--- src/rtl/uart_pkg.sv ---
// uart_pkg
// Shared types and constants for the UART receive-side word packer.
//   asm_state_t : assembly FSM state (IDLE, COLLECT)
//   WORD_BYTES  : data bytes per assembled word
//   CHK_BYTES   : trailing checksum bytes per frame (1 when CHECKSUM_EN is defined, else 0)
//   FRAME_BYTES : total bytes per frame
//   byte_time() : clock cycles per UART byte (start + 8 data + stop bits)
//   xor_bytes() : XOR of the four bytes of a word (CHECKSUM_EN builds only)
// Build option: define CHECKSUM_EN to expect a fifth, XOR checksum byte per word.
package uart_pkg;

  typedef enum logic {
    IDLE    = 1'b0,
    COLLECT = 1'b1
  } asm_state_t;

  localparam int WORD_BYTES = 4;

`ifdef CHECKSUM_EN
  localparam int CHK_BYTES = 1;
`else
  localparam int CHK_BYTES = 0;
`endif

  localparam int FRAME_BYTES = WORD_BYTES + CHK_BYTES;

  // One byte on the wire is 10 bit times.
  function automatic int unsigned byte_time(input int unsigned clk_fre,
                                            input int unsigned baud_rate);
    return (clk_fre / baud_rate) * 10;
  endfunction

`ifdef CHECKSUM_EN
  function automatic logic [7:0] xor_bytes(input logic [31:0] w);
    return w[31:24] ^ w[23:16] ^ w[15:8] ^ w[7:0];
  endfunction
`endif

endpackage

--- src/rtl/uart_timeout_cnt.sv ---
// uart_timeout_cnt
// Loadable 32-bit down-counter used as the inter-byte silence timer.
// Ports:
//   clk      in   system clock, rising edge
//   rst      in   asynchronous, active-low reset
//   clr      in   synchronous clear (highest synchronous priority)
//   load     in   reload count with load_val (every received byte)
//   load_val in   reload value (timeout limit minus one)
//   run      in   count down while high (a partial word is pending)
//   expire   out  high while running with the count at zero
module uart_timeout_cnt (
  input  logic        clk,
  input  logic        rst,
  input  logic        clr,
  input  logic        load,
  input  logic [31:0] load_val,
  input  logic        run,
  output logic        expire
);

  logic [31:0] count_q;

  always_ff @(posedge clk or negedge rst) begin
    if (!rst) begin
      count_q <= '0;
    end else if (clr) begin
      count_q <= '0;
    end else if (load) begin
      count_q <= load_val;
    end else if (run && (count_q != '0)) begin
      count_q <= count_q - 32'd1;
    end
  end

  // A load in the expiring cycle still lets the expire through: the
  // partial word is dropped and the new byte starts a fresh word.
  assign expire = run && (count_q == '0);

endmodule

--- src/rtl/uart_word_packer.sv ---
// uart_word_packer
// Packs bytes from the UART receiver into 32-bit words for the FIR core,
// with an inter-byte timeout and a one-word output holding register.
// Ports:
//   clk         in   system clock, rising edge
//   rst         in   asynchronous, active-low reset
//   clr         in   synchronous clear, same effect as reset
//   rx_valid    in   one-cycle byte strobe
//   rx_data     in   received byte
//   word_valid  out  output register holds an untransferred word
//   word_ready  in   consumer accepts the word
//   word_data   out  assembled word, stable while word_valid=1
//   byte_cnt    out  bytes held in the partial word
//   busy        out  partial word pending or word held
//   timeout_err out  one-cycle pulse when a partial word times out
//   overrun_err out  sticky: a completed word was dropped
//   chk_err     out  one-cycle pulse on checksum mismatch (0 without CHECKSUM_EN)
// Handshake: a word transfers on a rising edge where word_valid && word_ready;
// word_valid only falls on a transfer, and word_ready is ignored while
// word_valid=0.
// Build option: CHECKSUM_EN adds a trailing XOR checksum byte per word.
module uart_word_packer
  import uart_pkg::*;
#(
  parameter int unsigned CLK_FRE       = 50000000,
  parameter int unsigned BAUD_RATE     = 115200,
  parameter int unsigned TIMEOUT_BYTES = 4,
  parameter bit          MSB_FIRST     = 1'b1
) (
  input  logic        clk,
  input  logic        rst,
  input  logic        clr,
  input  logic        rx_valid,
  input  logic [7:0]  rx_data,
  output logic        word_valid,
  input  logic        word_ready,
  output logic [31:0] word_data,
  output logic [2:0]  byte_cnt,
  output logic        busy,
  output logic        timeout_err,
  output logic        overrun_err,
  output logic        chk_err
);

  localparam logic [31:0] TIMEOUT_LIMIT =
    32'(TIMEOUT_BYTES * byte_time(CLK_FRE, BAUD_RATE) - 1);
  localparam logic [2:0]  LAST_CNT = 3'(FRAME_BYTES - 1);

  asm_state_t  state_q, state_d, cur_state;
  logic [2:0]  byte_cnt_q, cnt_d, cur_cnt;
  logic [31:0] asm_q, asm_d, cur_asm, shifted;
  logic [31:0] word_q, done_word;
  logic        word_valid_q, overrun_q, timeout_err_q;
  logic        word_done, expire, transfer;

  uart_timeout_cnt u_timeout (
    .clk      (clk),
    .rst      (rst),
    .clr      (clr),
    .load     (rx_valid),
    .load_val (TIMEOUT_LIMIT),
    .run      (byte_cnt_q != 3'd0),
    .expire   (expire)
  );

  assign transfer = word_valid_q && word_ready;

`ifdef CHECKSUM_EN
  logic chk_bad, chk_err_q;
`endif

  // Assembly FSM: state register.
  always_ff @(posedge clk or negedge rst) begin
    if (!rst) begin
      state_q    <= IDLE;
      byte_cnt_q <= 3'd0;
      asm_q      <= '0;
    end else if (clr) begin
      state_q    <= IDLE;
      byte_cnt_q <= 3'd0;
      asm_q      <= '0;
    end else begin
      state_q    <= state_d;
      byte_cnt_q <= cnt_d;
      asm_q      <= asm_d;
    end
  end

  // Assembly FSM: next state. A timeout first wipes the partial word so a
  // byte arriving in the same cycle is treated as the first of a new word.
  always_comb begin
    cur_state = expire ? IDLE : state_q;
    cur_cnt   = expire ? 3'd0 : byte_cnt_q;
    cur_asm   = expire ? 32'd0 : asm_q;
    shifted   = MSB_FIRST ? {cur_asm[23:0], rx_data} : {rx_data, cur_asm[31:8]};
    state_d   = cur_state;
    cnt_d     = cur_cnt;
    asm_d     = cur_asm;
    word_done = 1'b0;
`ifdef CHECKSUM_EN
    done_word = cur_asm;
    chk_bad   = 1'b0;
`else
    done_word = shifted;
`endif
    if (rx_valid) begin
      case (cur_state)
        IDLE: begin
          state_d = COLLECT;
          cnt_d   = 3'd1;
          asm_d   = shifted;
        end
        COLLECT: begin
          if (cur_cnt == LAST_CNT) begin
            state_d = IDLE;
            cnt_d   = 3'd0;
            asm_d   = '0;
`ifdef CHECKSUM_EN
            // Final byte is the checksum; it is compared, not shifted in.
            if (rx_data == xor_bytes(cur_asm)) word_done = 1'b1;
            else                               chk_bad   = 1'b1;
`else
            word_done = 1'b1;
`endif
          end else begin
            cnt_d = 3'(cur_cnt + 3'd1);
            asm_d = shifted;
          end
        end
        default: begin
          state_d = IDLE;
          cnt_d   = 3'd0;
          asm_d   = '0;
        end
      endcase
    end
  end

  // Output holding register and error flags. A completing word may load
  // into a full register only when the held word leaves in the same cycle.
  always_ff @(posedge clk or negedge rst) begin
    if (!rst) begin
      word_q        <= '0;
      word_valid_q  <= 1'b0;
      overrun_q     <= 1'b0;
      timeout_err_q <= 1'b0;
    end else if (clr) begin
      word_q        <= '0;
      word_valid_q  <= 1'b0;
      overrun_q     <= 1'b0;
      timeout_err_q <= 1'b0;
    end else begin
      timeout_err_q <= expire;
      if (word_done && (!word_valid_q || transfer)) begin
        word_q       <= done_word;
        word_valid_q <= 1'b1;
      end else if (transfer) begin
        word_valid_q <= 1'b0;
      end
      if (word_done && word_valid_q && !transfer) begin
        overrun_q <= 1'b1;
      end
    end
  end

`ifdef CHECKSUM_EN
  always_ff @(posedge clk or negedge rst) begin
    if (!rst)     chk_err_q <= 1'b0;
    else if (clr) chk_err_q <= 1'b0;
    else          chk_err_q <= chk_bad;
  end
  assign chk_err = chk_err_q;
`else
  assign chk_err = 1'b0;
`endif

  assign word_valid  = word_valid_q;
  assign word_data   = word_q;
  assign byte_cnt    = byte_cnt_q;
  assign busy        = (byte_cnt_q != 3'd0) || word_valid_q;
  assign timeout_err = timeout_err_q;
  assign overrun_err = overrun_q;

endmodule

--- config.mk ---
export PLATFORM = sky130hd
export DESIGN_NAME = uart_word_packer
export DESIGN_NICKNAME = d
export VERILOG_FILES = /design/src/rtl/uart_pkg.sv /design/src/rtl/uart_timeout_cnt.sv /design/src/rtl/uart_word_packer.sv
export SDC_FILE = /design/constraint.sdc
export NUM_CORES = 1
export LEC_CHECK = 0
export BUFFER_PORTS_ARGS = -buffer_cell sky130_fd_sc_hd__buf_2
export CAP_MARGIN = 40
export CORE_MARGIN = 4
export CORE_UTILIZATION = 45
export DETAILED_ROUTE_END_ITERATION = 6
export GPL_TIMING_DRIVEN = 0
export PLACE_DENSITY = 0.62
export SETUP_SLACK_MARGIN = 0.2
export SYNTH_ARGS = -nofsm -noshare
export SYNTH_HDL_FRONTEND = slang
export SYNTH_SLANG_ARGS = --single-unit
--- constraint.sdc ---
create_clock -name clk -period 3.1 [get_ports clk]
set_clock_uncertainty 0.05 [all_clocks]
set_input_delay 0.31 -clock clk [delete_from_list [all_inputs] [get_ports clk]]
set_output_delay 0.31 -clock clk [all_outputs]
set_load 0.03 [all_outputs]
==> Flow_metrics.wiki, run 1 <==
{| class="wikitable"
! Metric !! Value
|-
| Antenna viol nets, final || 0
|-
| Reported leakage power || around 0.0025 µW
|-
| Post-synth EDFFs || 0
|-
| Cells along the critical path || nor4_4 > nand4_1 > buf_6 > o21ai_4 > inv_2 > ha_4 > nand3_2 > nor2_1 > o31a_1 > buf_6 > and2_4 > buf_6 > buf_6 > a31o_1
|-
| Yosys reg bits || 95
|-
| Dpl cell area || 5233 µm²
|-
| Syn Area/Cell || 10.11 µm²
|-
| Outcome || finished clean
|-
| Clock transition at path regs || approximately 0.10 ns
|-
| Netlist area before placement || ~4800 µm²
|-
| Pre-CTS setup slack || -0.07962 ns
|-
| Buffers on Ports || 50
|-
| Clock tree from TritonCTS || done
|-
| Setup Crit Path Kind || reg -> reg
|-
| Via count of the first global-routing pass || just over 4000
|-
| Worst slew margin relative to its limit || between 40% and 50%
|-
| Net count of the mapped netlist || between 400 and 500
|-
| Number of primary I/O pins || 53
|-
| GR Overflow Total || 0
|-
| Most common cell on crit path || buf_6
|-
| Area Growth Syn to Fin || 16.95%
|-
| Share of async-settable or async-resettable flops after synthesis || between 90% and 100%
|-
| Final Slew Violations || 0
|-
| Number of antenna violations at the first check in global routing || 0
|-
| Distinct cell type count of the synthesized netlist || slightly above 50
|-
| YS warnings || 0
|-
| Setup TNS Final || 0 ns
|-
| Sequential-to-total area share from yosys stat || 49.71%
|-
| Routed wire length || 12.60 mm
|-
| Core Footprint || ~10000 µm²
|-
| Final period demand of the worst path || around 2.7 ns
|-
| Max FO, Critical Path || 10
|-
| Overall die area || about 12000 µm²
|-
| Worst min-delay path class || in -> reg
|-
| Number of buffers inserted during clock tree synthesis || 9
|-
| Biggest cell delay along the critical path || 0.45 ns
|-
| Cell count after placement || 660
|-
| Transition time of the tightest slew-check pin || approximately 0.84 ns
|-
| Post-route standard cell area excluding fillers || roughly 5600 µm²
|-
| Dominant synthesized flop cell || dfrtp_1
|-
| Clock insertion delay at the later pin of the skew report || around 0.36 ns
|-
| CTS max path bufs || 2
|-
| Net total in the final layout || between 500 and 600
|-
| Area occupied by multi-input gates || 2238 µm²
|-
| Largest net degree at the start of global routing || approximately 60
|-
| DP HPWL || slightly below 9 mm
|-
| CP startpoint kind || flip-flop
|-
| Standard-cell row count || 37
|-
| Max IR drop VDD || 0.0002520 V
|-
| H-tree depth reported by CTS || 3
|-
| Routability congestion estimate || about 0.85
|-
| Crit path required time || between 3 and 4 ns
|-
| Die width || roughly 110 µm
|-
| Antenna diode count || 0
|-
| Unrepaired setup endpoints after global routing || false
|-
| P per Cell Area || about 460 nW/µm²
|-
| Post-route total power || approximately 2500 µW
|-
| DRC violations left || 0
|-
| Final-report setup violation count || 0
|-
| Post-layout instance count excluding filler cells || between 600 and 700
|-
| Type of destination of the critical path || flip-flop
|-
| Starting Density || 46.32%
|-
| Sinks on Clock Net || 95
|-
| Library cell used as clock root buffer || clkbuf_8
|-
| Global-route usage over all layers || a little over a fifth
|-
| Per-cell via count in the routed design || around 5.9
|-
| Period utilization || 88.33%
|-
| Max-cap violations || 0
|-
| Share of layout cells above drive strength 1 || about a fifth
|-
| Critical Path AT || about 2.9 ns
|-
| Cell with the largest stage delay on the worst path || dfrtp_2
|-
| Final worst slack || 0.3619 ns
|-
| Register cell area after layout || between 2000 and 2500 µm²
|-
| Count of endpoints failing hold in the final timing report || 0
|-
| First-pass GRT wire length || around 21 mm
|-
| Cells after synthesis || about 470
|-
| Highest Clock Rate || 365.2 MHz
|-
| Wire length per cell || about 18 µm
|-
| Number of DRC markers after the initial detailed-route iteration || 351
|-
| Initial DRT Pass Iterations || 4
|-
| Die Height || approximately 110 µm
|-
| Fillcell total || 947
|-
| Total number of vias || about 4100
|-
| Flop2flop setup slack || 0.36 ns
|}
## stage by stage
stage | util (%) | hold WS, ns
floorplan | - | -0.03559
global placement | 50.39 | 0.4367
detailed placement | 50.68 | 0.2802
CTS | 53.36 | 0.1661
global route | 54.18 | 0.1722
finish | 54.18 | 0.1803
## routing by layer
layer	share of wire (%)	track usage (%)	up-vias
met1	44	28.35	2038
met3	4.6	3.439	29
li1	-	-	1885
met2	49	34.39	103
met4	2.4	8.273	0
met5	0	0	-
## repair_timing
action | CTS | global route
hold endpoints to repair | 37 | 0
resized for setup | 5 | 16
hold buffers | 1 | 0
setup endpoints to repair | 53 | 52
pin swaps | 2 | 4
cloned | 0 | 0
buffers inserted | 3 | 4
## where the power goes
part / switching [µW] / leakage (µW) / total [µW] / internal [µW]
sequential: 33.4 / 0.00130 / 1300 / 1260
clock: 443 / 0.000117 / 945 / 502
combinational: 194 / 0.00110 / 304 / 110
## placed cells by master (no fill, tap or decap), drive strengths merged, types with 10 or more instances in the layout
cell     n
or3     16
buf     74
o31ai   16
a31o    24
nor2    42
a21oi   52
clkbuf  35
dfrtp   95
mux2i   17
o21ai   22
or4     18
nand2   10
nand2b  36
## final cells by class
cell class | count | share of cell area [%]
Sequential cell | 95 | 42.55
Buffer | 39 | 3.691
Clock buffer | 12 | 2.774
Clock inverter | 4 | 1.387
Timing Repair Buffer | 59 | 6.130
Multi-Input combinational cell | 333 | 40.02
Inverter | 6 | 0.4027
Tap cell | 136 | 3.043
## cell usage after synthesis (8+ instances only)
cell | instances | area share, %
a22oi_1 | 8 | 1.3
nand2_1 | 10 | 0.79
or4_1 | 18 | 2.8
mux2i_1 | 17 | 3.6
o31ai_1 | 16 | 2.5
nand4b_1 | 9 | 1.6
o21ai_0 | 21 | 2.2
clkbuf_1 | 23 | 1.8
nand2b_1 | 36 | 4.7
a31o_1 | 22 | 4.0
or3_1 | 16 | 2.1
nor2_1 | 42 | 3.3
dfrtp_1 | 95 | 50
a21oi_1 | 52 | 5.4
## sequential cells by signal, summed over array words and instances, names as in the netlist
register and cells:
u_timeout.count_q 32, word_data 32, asm_q 24, byte_cnt 3, overrun_err 1, state_q 1, timeout_err 1, word_valid 1
## path summary, 6_finish.rpt
kind / endpoint / depth (start not counted) / startpoint
max: word_data[29] / 14 / u_timeout.count_q[8]
min: asm_q[4] / 3 / rx_data[4]
max reg2reg: word_data[29] / 14 / u_timeout.count_q[8]
min reg2reg: word_data[31] / 1 / asm_q[23]
max in group asynchronous: u_timeout.count_q[9] / 3 / rst
min in group asynchronous: u_timeout.count_q[14] / 2 / rst
## logic make-up (layout without fill, tap and decap cells)
kind of cell / after synthesis / after routing / synth area share, %
simple gates: 172 / 172 / 22.50
mux: 17 / 17 / 3.558
compound gates: 139 / 139 / 18.60
xor+xnor: 1 / 1 / 0.1832
buf+inv: 45 / 120 / 4.579
flops: 95 / 95 / 49.71
fa+ha+maj: 3 / 3 / 0.7850
other cells: 1 / 1 / 0.07842
## worst max-delay path: cells and delay by family (launching register included)
kind,cells,cell delay (ns)
adders and majority gates,1,0.16
buffers and inverters,5,0.66
and+or+nand+nor,5,0.82
DFF,1,0.45
AOI/OAI and AO/OA,3,0.46
Note: power is estimated with default switching activity, not from simulation.
==> inputs of run 2 (changes only) <==
CORE_MARGIN = 5   (was 4)
SKIP_LAST_GASP = 1   (was default)
==> Flow_metrics.wiki, run 2 (synthesized netlist as in run 1, its figures left out) <==
{| class="wikitable"
! Metric !! Value
|-
| Worst min-delay path class || in -> reg
|-
| Most common cell after layout, fill and taps aside || dfrtp_1
|-
| Final-report setup violation count || 0 (unchanged)
|-
| Core Footprint || 10320 µm² (unchanged)
|-
| Setup Crit Path Kind || reg -> reg
|-
| Wire length per cell || 18.55 µm (+0.69%)
|-
| H-tree depth reported by CTS || 3 (unchanged)
|-
| Period utilization || 91.43% (+3.1 points)
|-
| Initial DRT Pass Iterations || 5 (+1)
|-
| Via count of the first global-routing pass || 3956 (-3.1%)
|-
| Number of antenna violations at the first check in global routing || 0 (unchanged)
|-
| Final worst slack || 0.2656 ns (-0.09623 ns)
|-
| Cell with the largest stage delay on the worst path || dfrtp_2
|-
| Sinks on Clock Net || 95 (unchanged)
|-
| Post-route total power || 2486 µW (-2.3%)
|-
| Largest net degree at the start of global routing || 61 (+3.4%)
|-
| Buffers on Ports || 50 (unchanged)
|-
| Critical Path AT || 3.05 ns (+0.11 ns)
|-
| Reported leakage power || 0.002525 µW (+0.24%)
|-
| Clock insertion delay at the later pin of the skew report || 0.37 ns (about the same)
|-
| Switching portion of total power || 28.26% (+1.9 points)
|-
| Max IR drop VDD || 0.0002644 V (+4.9%)
|-
| Cells along the critical path || nor4_4 > nand4_1 > buf_6 > o21ai_2 > inv_1 > ha_1 > nand3_1 > nor2_1 > o31a_1 > buf_6 > and2_4 > buf_6 > buf_6 > a31o_1
|-
| Starting Density || 46.32% (unchanged)
|-
| Portion of total power attributed to the clock network || 35.6% (-1.5 points)
|-
| Biggest cell delay along the critical path || 0.46 ns (about the same)
|-
| Pre-CTS setup slack || -0.01549 ns (+0.06413 ns)
|-
| Worst slew margin relative to its limit || 42.83% (-1.1 points)
|-
| Number of primary I/O pins || 53 (unchanged)
|-
| Die Height || 113.1 µm (+1.8%)
|-
| Die width || 113.1 µm (+1.8%)
|-
| GR Overflow Total || 0 (unchanged)
|-
| Max FO, Critical Path || 10 (unchanged)
|-
| Net switching power || 702.4 µW (+4.8%)
|-
| Internal power || 1783 µW (-4.9%)
|-
| Most common cell on crit path || buf_6
|-
| DP HPWL || 8.913 mm (+2.7%)
|-
| Antenna viol nets, final || 0 (unchanged)
|-
| Global-route usage over all layers || 20.20% (-0.92 points)
|-
| Antenna diode count || 0 (unchanged)
|-
| Routability congestion estimate || 0.8417 (-0.77%)
|-
| Final Slew Violations || 0 (unchanged)
|-
| Library cell used as clock root buffer || clkbuf_8
|-
| Clock transition at path regs || 0.10 ns (about the same)
|-
| Total number of vias || 4038 (-0.42%)
|-
| Share of layout cells above drive strength 1 || 20.87% (+0.25 points)
|-
| DRC violations left || 0 (unchanged)
|-
| Net total in the final layout || 562 (+0.54%)
|-
| Outcome || finished clean
|-
| Number of buffers inserted during clock tree synthesis || 9 (unchanged)
|-
| Unrepaired setup endpoints after global routing || true
|-
| P per Cell Area || 445.7 nW/µm² (-2.1%)
|-
| Overall die area || 12790 µm² (+3.6%)
|-
| Count of endpoints failing hold in the final timing report || 0 (unchanged)
|-
| Final period demand of the worst path || 2.834 ns (+0.09623 ns)
|-
| First-pass GRT wire length || 20.79 mm (-2.1%)
|-
| Type of destination of the critical path || flip-flop
|-
| Max-cap violations || 0 (unchanged)
|-
| Area Growth Syn to Fin || 16.64%
|-
| Worst hold slack || 0.1571 ns (-0.02318 ns)
|-
| CP startpoint kind || flip-flop
|-
| CTS max path bufs || 2 (unchanged)
|-
| Per-cell via count in the routed design || 5.878 (-0.85%)
|-
| Logic pwr share || 12.2% (+0.3 points)
|-
| Number of DRC markers after the initial detailed-route iteration || 235 (-33%)
|-
| Fraction of power consumed by sequential logic || 52.2% (+1.3 points)
|-
| Highest Clock Rate || 352.8 MHz (-3.4%)
|-
| Routed wire length || 12.74 mm (+1.1%)
|-
| Standard-cell row count || 37 (unchanged)
|-
| Clock tree from TritonCTS || done
|-
| Most frequent cells in the layout || dfrtp_1, buf_2, a21oi_1
|-
| Crit path required time || 3.32 ns (+0.02 ns)
|-
| Transition time of the tightest slew-check pin || 0.8535 ns (+0.01676 ns)
|}
## run 2: critical path: cells and delay by family, from the launching register on
| kind | cells | cell delay [ns] |
|---|---|---|
| DFF | 1 | 0.46 |
| AOI/OAI and AO/OA | 3 | 0.50 |
| adders and majority gates | 1 | 0.20 |
| buffers and inverters | 5 | 0.67 |
| and+or+nand+nor | 5 | 0.85 |
## run 2: final cells by class
class / instances / area [µm²]
timing repair buffer: 62 / 365.4
clock buffer: 10 / 137.6
inverter: 6 / 22.52
fill: 921 / 4746
tap: 136 / 170.2
multi-input combinational: 333 / 2220
buffer: 39 / 205.2
clock inverter: 6 / 73.82
sequential: 95 / 2384
## run 2: timing repair
item / CTS / global route
setup endpoints to repair: 43 / 43
hold buffers: 1 / 0
endpoints found under the hold margin: 35 / 0
pin swaps: 3 / 5
gates resized for setup: 4 / 13
buffers inserted: 2 / 8
## run 2: per-layer routing
layer  vias to the layer above  wire, µm  global-route usage, %
met1                      2007      5572                  26.97
met4                         0       326                  7.933
met5                         -         0                      0
li1                       1896         -                      -
met2                       110      6326                  33.02
met3                        25       517                  3.262
## run 2: final timing paths
kind / from / endpoint / slack (ns) / depth (start not counted)
min in group asynchronous: rst / u_timeout.count_q[23] / 0.40 / 2
max in group asynchronous: rst / u_timeout.count_q[10] / 1.93 / 3
max reg2reg: u_timeout.count_q[16] / word_data[26] / 0.27 / 14
min reg2reg: overrun_err / overrun_err / 0.46 / 2
min: rx_data[1] / word_data[1] / 0.16 / 3
max: u_timeout.count_q[16] / word_data[26] / 0.27 / 14
## run 2: per-stage QoR
step	util [%]	TNS [ns]	cell area, µm²	std cells
floorplan	-	0	4782	473
global placement	50.39	0	5202	659
detailed placement	50.68	-0.04662	5233	660
CTS	53.07	0	5479	679
global route	54.03	0	5578	687
finish	54.03	0	5578	687
## run 2: power by group through the flow
stage                     combinational (µW)  clock, µW  sequential [µW]
after floorplan                          176          0             1310
after global placement                   270          0             1320
after detailed placement                 278          0             1320
after CTS                                288        907             1300
after global routing                     337        961             1300
final                                    303        886             1300
